`src/rtl/day1_ascii_feeder.sv`:
```
// day1_ascii_feeder
// Turns an ASCII puzzle stream into the Day 1 summer's strobe interface.
// Each number line becomes one strobed value. A blank line becomes a 0x0000
// group separator, but only after a nonzero value. An in_last character
// triggers a flush of pending digits plus a single terminating 0x0000.
module day1_ascii_feeder #(
    parameter int VAL_W     = 16,
    parameter int SETUP_CYC = 1,
    parameter int PULSE_CYC = 1,
    parameter int HOLD_CYC  = 1
) (
    input  logic             clk,
    input  logic             rst,
    input  logic [7:0]       in_char,
    input  logic             in_valid,
    input  logic             in_last,
    output logic             in_ready,
    output logic [VAL_W-1:0] par_input,
    output logic             next_val,
    output logic [15:0]      val_count,
    output logic             overflow,
    output logic             bad_char,
    output logic             done
);

    typedef enum logic [2:0] {
        ST_ACCUM = 3'd0,
        ST_SETUP = 3'd1,
        ST_PULSE = 3'd2,
        ST_HOLD  = 3'd3,
        ST_FLUSH = 3'd4
    } state_t;

    // The phase counter runs 0..LEN-1 inside SETUP, PULSE and HOLD.
    localparam int MAX_SP  = (SETUP_CYC > PULSE_CYC) ? SETUP_CYC : PULSE_CYC;
    localparam int MAX_CYC = (MAX_SP > HOLD_CYC) ? MAX_SP : HOLD_CYC;
    localparam int CNT_W   = (MAX_CYC > 1) ? $clog2(MAX_CYC) : 1;

    localparam logic [CNT_W-1:0] SETUP_LAST = CNT_W'(SETUP_CYC - 1);
    localparam logic [CNT_W-1:0] PULSE_LAST = CNT_W'(PULSE_CYC - 1);
    localparam logic [CNT_W-1:0] HOLD_LAST  = CNT_W'(HOLD_CYC - 1);

    state_t           state;
    state_t           state_nxt;
    logic [CNT_W-1:0] cnt;
    logic [CNT_W-1:0] phase_last;
    logic             phase_end;

    logic [VAL_W-1:0] acc;
    logic             digits_seen;
    logic             emitted;      // at least one value strobed since reset
    logic             last_nz;      // the most recent emission was nonzero
    logic             flush_pend;   // an in_last character is being flushed
    logic             armed;        // holds in_ready low for the first cycle out of reset

    logic             is_digit;
    logic             is_lf;
    logic             is_cr;
    logic [3:0]       digit;
    logic [VAL_W+3:0] acc_mul;
    logic             acc_sat;
    logic             accept;
    logic             sep_ok;
    logic             have_val;
    logic             lf_emit;
    logic             flush_emit;
    logic             start_emit;
    logic [VAL_W-1:0] emit_val;
    logic             hold_end;
    logic             pulse_start;
    logic             done_set;

    // Character decode and decimal accumulate. The accumulate is widened so
    // that saturation can be detected without wrapping.
    always_comb begin
        is_digit = (in_char >= 8'h30) && (in_char <= 8'h39);
        is_lf    = (in_char == 8'h0A);
        is_cr    = (in_char == 8'h0D);
        digit    = in_char[3:0];
        acc_mul  = ({4'b0000, acc} << 3) + ({4'b0000, acc} << 1)
                 + {{VAL_W{1'b0}}, digit};
        acc_sat  = |acc_mul[VAL_W+3:VAL_W];
    end

    // Emission decisions. A separator is only meaningful after a nonzero value.
    always_comb begin
        accept      = in_valid && in_ready;
        sep_ok      = emitted && last_nz;
        have_val    = digits_seen || sep_ok;
        lf_emit     = accept && is_lf && have_val;
        flush_emit  = (state == ST_FLUSH) && have_val;
        start_emit  = lf_emit || flush_emit;
        emit_val    = digits_seen ? acc : '0;
        hold_end    = (state == ST_HOLD) && phase_end;
        pulse_start = (state == ST_SETUP) && phase_end;
        // A flush ends after a zero emission (no terminator needed) or from
        // FLUSH when there is nothing left to send.
        done_set    = (hold_end && flush_pend && (par_input == '0))
                    || ((state == ST_FLUSH) && !have_val);
    end

    // Select the terminal count for the current strobe phase.
    always_comb begin
        phase_last = '0;
        case (state)
            ST_SETUP: phase_last = SETUP_LAST;
            ST_PULSE: phase_last = PULSE_LAST;
            ST_HOLD:  phase_last = HOLD_LAST;
            default:  phase_last = '0;
        endcase
        phase_end = (cnt == phase_last);
    end

    // State register.
    always_ff @(posedge clk or posedge rst) begin
        if (rst) begin
            state <= ST_ACCUM;
        end else begin
            state <= state_nxt;
        end
    end

    // Next-state logic.
    always_comb begin
        state_nxt = state;
        case (state)
            ST_ACCUM: begin
                if (lf_emit) begin
                    state_nxt = ST_SETUP;
                end else if (accept && in_last) begin
                    state_nxt = ST_FLUSH;
                end
            end
            ST_SETUP: if (phase_end) state_nxt = ST_PULSE;
            ST_PULSE: if (phase_end) state_nxt = ST_HOLD;
            ST_HOLD: begin
                if (phase_end) begin
                    // A nonzero value emitted during a flush still owes a terminator.
                    state_nxt = (flush_pend && (par_input != '0)) ? ST_FLUSH : ST_ACCUM;
                end
            end
            ST_FLUSH: state_nxt = have_val ? ST_SETUP : ST_ACCUM;
            default:  state_nxt = ST_ACCUM;
        endcase
    end

    // Output decode.
    always_comb begin
        in_ready = armed && (state == ST_ACCUM);
        next_val = (state == ST_PULSE);
    end

    // Phase counter restarts on every state change.
    always_ff @(posedge clk or posedge rst) begin
        if (rst) begin
            cnt <= '0;
        end else if (state_nxt != state) begin
            cnt <= '0;
        end else if (!phase_end) begin
            cnt <= cnt + 1'b1;
        end
    end

    // Accumulator, emitted value, sticky flags and strobe counter.
    always_ff @(posedge clk or posedge rst) begin
        if (rst) begin
            armed       <= 1'b0;
            acc         <= '0;
            digits_seen <= 1'b0;
            par_input   <= '0;
            emitted     <= 1'b0;
            last_nz     <= 1'b0;
            flush_pend  <= 1'b0;
            val_count   <= '0;
            overflow    <= 1'b0;
            bad_char    <= 1'b0;
            done        <= 1'b0;
        end else begin
            armed <= 1'b1;
            done  <= done_set;

            if (start_emit) begin
                par_input   <= emit_val;
                emitted     <= 1'b1;
                last_nz     <= (emit_val != '0);
                acc         <= '0;
                digits_seen <= 1'b0;
            end else if (accept && is_digit) begin
                acc         <= acc_sat ? '1 : acc_mul[VAL_W-1:0];
                digits_seen <= 1'b1;
                if (acc_sat) overflow <= 1'b1;
            end

            if (accept && !is_digit && !is_lf && !is_cr) begin
                bad_char <= 1'b1;
            end

            if (pulse_start) begin
                val_count <= val_count + 16'd1;
            end

            if (accept && in_last) begin
                flush_pend <= 1'b1;
            end else if (done_set) begin
                flush_pend <= 1'b0;
            end
        end
    end

endmodule

```
`config.mk`:
```
export PLATFORM = sky130hd
export DESIGN_NAME = day1_ascii_feeder
export DESIGN_NICKNAME = d
export VERILOG_FILES = /design/src/rtl/day1_ascii_feeder.sv
export SDC_FILE = /design/constraint.sdc
export NUM_CORES = 1
export LEC_CHECK = 0
export CORE_MARGIN = 3
export CORE_UTILIZATION = 60
export DETAILED_ROUTE_END_ITERATION = 7
export HOLD_SLACK_MARGIN = 0.03
export PLACE_DENSITY = 0.86
export SLEW_MARGIN = 20
export SYNTH_ARGS = -nofsm -noshare
export SYNTH_HDL_FRONTEND = slang
export SYNTH_SLANG_ARGS = --single-unit
export TNS_END_PERCENT = 20
```
`constraint.sdc`:
```
create_clock -name clk -period 6.5 [get_ports clk]
set_input_delay 1.3 -clock clk [delete_from_list [all_inputs] [get_ports clk]]
set_output_delay 1.3 -clock clk [all_outputs]
set_load 0.01 [all_outputs]
```
==> results.txt <==
The critical path startpoint category is an input port. The cell area power density is just over 400 nW/um2. Setup repair after global routing left no endpoint under its margin. The total power is 1780 uW. The number of optimization iterations in the first detailed-route pass is 7.

The clock passes through at most 2 buffers. The setup TNS came out at 0 ns. The core box area came out at 5640 um2. The overall overflow remaining after global route is 0. The worst hold path begins at bad_char.

The initial antenna violation count is 0. The number of cells after detailed placement came out at 491. The maximum net fanout on the critical path came out at 17. 0 antenna diodes ended up in the layout. The die outline area is 6950 um2.

The measured slew at the worst slew-check pin is roughly 0.73 ns. The die is 83.4 um tall. In this run the horizontal extent of the chip is 83.4 um. The routability-driven placement congestion ratio came out at 0.897.

The run finished with clean final reports. The setup-violating endpoint count in the final report came out at 0. The part of the cycle the worst path needs is 0.668. For the worst-skew pair, the clock arrives at the later sink with an insertion delay of ~0.34 ns. The hold violation count in the final report came out at 0. The number of different library cells used by synthesis comes to 51. The post-synthesis instance total came out at ~380. The HPWL after detailed placement is about 6 mm. The number of nets still failing antenna checks after routing came out at 0. The cell area after synthesis is around 3600 um2. The site row count is 27. Based on the critical path, the design can be clocked at up to 0.230 GHz. The clock tree from TritonCTS is done. For this configuration, the core starts out at a cell density of 0.637.

The post-synthesis to final-layout area growth is 20.5%. The number of DRC violations after detailed routing is 0. The number of buffers added by the clock tree synthesis step came out at 9. The CTS clock-pin slew for the worst setup and hold paths came out at 0.07 ns. Ranked by total cell area, the synthesized netlist is headed by sky130_fd_sc_hd__dfrtp_1 (41%), sky130_fd_sc_hd__ha_1 (11%), sky130_fd_sc_hd__nand2_1 (5.3%). The critical path startpoint is in_char[3]. The ratio of routed vias to standard cells came out at 6.15. The sequential area share after synthesis came out at 0.411.

The headroom to the max-slew limit came out at 0.514. The clock period minus worst slack is 4.34 ns. The worst hold slack is ~0.46 ns.

The global-route total usage across every layer came out at 0.250. The first-pass GRT wire length is 14.1 mm. Across the VDD grid, the largest voltage drop is 0.000253 V.

The yosys synthesis warning count is 0. At the end of the flow, the number of nets in the layout was between 400 and 500. The layout cell share with drive strength beyond 1 is 0.0667.

For this run, the leading register cell type out of synthesis is sky130_fd_sc_hd__dfrtp_1. The leakage power figure is 0.00195 uW. The routed layout has 3118 vias. Once the clock tree was built, the setup fixing pass inserted 0 buffers.

The worst setup skew after layout came out at ~0.013 ns. The cell taking the most area after synthesis is sky130_fd_sc_hd__dfrtp_1. The routed length per placed instance is 16.3 um. The number of enable-type register cells in the synthesized netlist came out at 0. The average instance area after synthesis came out at 9.38 um2.

The maximum number of pins on one net before global-route repair is 60. Once layout is complete, the cells apart from fillers number 507. The violation count after the first detailed-route iteration is 235. The pre-CTS setup slack came out at 1.84 ns. The sort of element at the end of the critical path is a flip-flop. When the netlist entered floorplanning its net count stood at ~430. The setup slack of the critical path after layout came out at 2.16 ns.

The path category of the worst min-delay check is reg -> reg. In this run the critical register-to-register path is launched from acc[0]. The number of flip-flops and latches in the synthesized netlist is 59. The via count of the first global-routing pass came out at roughly 3000. The async set or reset register ratio after synthesis came out at 1.00. The top-level port count came out at 49. The number of hold buffers added after CTS came out at 0. The total of cells resized after clock tree synthesis is 0. For the worst setup path, the data required time is 6.67 ns. The critical path class is in -> reg.

The H-tree depth is 3. The clock root buffer is sky130_fd_sc_hd__clkbuf_8. The area fraction of the dominant cell type after synthesis is 0.411. By count the netlist is led by sky130_fd_sc_hd__dfrtp_1 (59), sky130_fd_sc_hd__nand2_1 (51), sky130_fd_sc_hd__o21ai_0 (33). The number of I/O port buffers came out at 48. The count of maximum capacitance violations came out at 0. The total count of max-transition violations in the final report came out at 0. The wire length reported by the detailed router is 8.29 mm. STA puts the critical path data arrival time at about 4.5 ns.

The most common cell in the synthesized netlist is sky130_fd_sc_hd__dfrtp_1. Counting every sink on the clock net gives 59.
==> layout make-up <==
class / count / area (um2)
tap: 72 / 90.1
timing repair buffer: 51 / 503
fill: 375 / 1320
sequential: 59 / 1480
inverter: 11 / 41.3
clock inverter: 7 / 100
clock buffer: 9 / 124
multi-input combinational: 298 / 1990
==> sequential cells by signal (all words and copies together), names as in the netlist <==
| register | cells |
|---|---|
| acc | 16 |
| armed | 1 |
| bad_char | 1 |
| digits_seen | 1 |
| done | 1 |
| emitted | 1 |
| flush_pend | 1 |
| last_nz | 1 |
| overflow | 1 |
| par_input | 16 |
| state | 3 |
| val_count | 16 |
==> path summary, 6_finish.rpt <==
kind                           endpoint  slack, ns  depth (start not counted)
max                             acc[13]       2.16                         11
min                            bad_char       0.46                          1
max reg2reg                     acc[13]       3.19                         10
min reg2reg                    bad_char       0.46                          1
max in group asynchronous        acc[7]       4.53                          3
min in group asynchronous  par_input[9]       1.49                          3
==> routing by layer <==
| metal | up-vias | track usage | share of wire |
|---|---|---|---|
| li1 | 1499 | - | - |
| met1 | 1500 | 0.345 | 0.44 |
| met2 | 102 | 0.382 | 0.48 |
| met3 | 17 | 0.0605 | 0.063 |
| met4 | 0 | 0.0981 | 0.017 |
| met5 | - | 0 | 0 |
==> worst max-delay path: stages <==
cell	delay, ns
sky130_fd_sc_hd__clkdlybuf4s50_1	0.50
sky130_fd_sc_hd__fa_1	0.53
sky130_fd_sc_hd__inv_1	0.10
sky130_fd_sc_hd__fa_1	0.20
sky130_fd_sc_hd__nand2b_1	0.14
sky130_fd_sc_hd__a21oi_1	0.11
sky130_fd_sc_hd__o41ai_1	0.64
sky130_fd_sc_hd__o21ai_0	0.17
sky130_fd_sc_hd__a222oi_1	0.37
sky130_fd_sc_hd__buf_4	0.30
sky130_fd_sc_hd__a41oi_1	0.15
==> stage by stage <==
step | instance area (um2) | utilization
final | 4330 | 0.767
after global routing | 4330 | 0.767
after CTS | 4320 | 0.766
after detailed placement | 4100 | 0.727
after global placement | 4100 | 0.727
after floorplan | 3590 | -
==> report_power, final <==
| group | total, uW | internal [uW] | switching (uW) |
|---|---|---|---|
| logic | 842 | 367 | 475 |
| registers | 567 | 446 | 121 |
| clock network | 373 | 217 | 156 |
| total | 1780 | 1030 | 751 |
==> cells by family after synthesis <==
logic type / after synthesis / synth area share
AOI/OAI and AO/OA: 101 / 0.175
xor gates and xnor gates: 25 / 0.0610
adders and majority gates: 34 / 0.123
buffers and inverters: 26 / 0.0348
DFF: 59 / 0.411
muxes: 1 / 0.00314
other: 1 / 0.00104
and+or+nand+nor: 136 / 0.191
==> cell usage in the layout (no fill, tap or decap), types with 3 or more instances in the layout <==
cell,n
sky130_fd_sc_hd__dfrtp_1,59
sky130_fd_sc_hd__nand2_1,51
sky130_fd_sc_hd__clkdlybuf4s50_1,48
sky130_fd_sc_hd__o21ai_0,33
sky130_fd_sc_hd__ha_1,32
sky130_fd_sc_hd__a21oi_1,28
sky130_fd_sc_hd__nor2_1,20
sky130_fd_sc_hd__xnor2_1,15
sky130_fd_sc_hd__a31oi_1,13
sky130_fd_sc_hd__nor4_1,12
sky130_fd_sc_hd__nand2b_1,10
sky130_fd_sc_hd__inv_1,10
sky130_fd_sc_hd__xor2_1,10
sky130_fd_sc_hd__nand4_1,9
sky130_fd_sc_hd__clkbuf_8,9
sky130_fd_sc_hd__and3_1,6
sky130_fd_sc_hd__nand3_1,6
sky130_fd_sc_hd__and3_2,3
sky130_fd_sc_hd__o211ai_1,3
sky130_fd_sc_hd__a21o_1,3
sky130_fd_sc_hd__or4_1,3
sky130_fd_sc_hd__nor3b_1,3
sky130_fd_sc_hd__a31oi_2,3
sky130_fd_sc_hd__clkinvlp_4,3
sky130_fd_sc_hd__buf_4,3
Note: power is estimated with default switching activity, not from simulation.
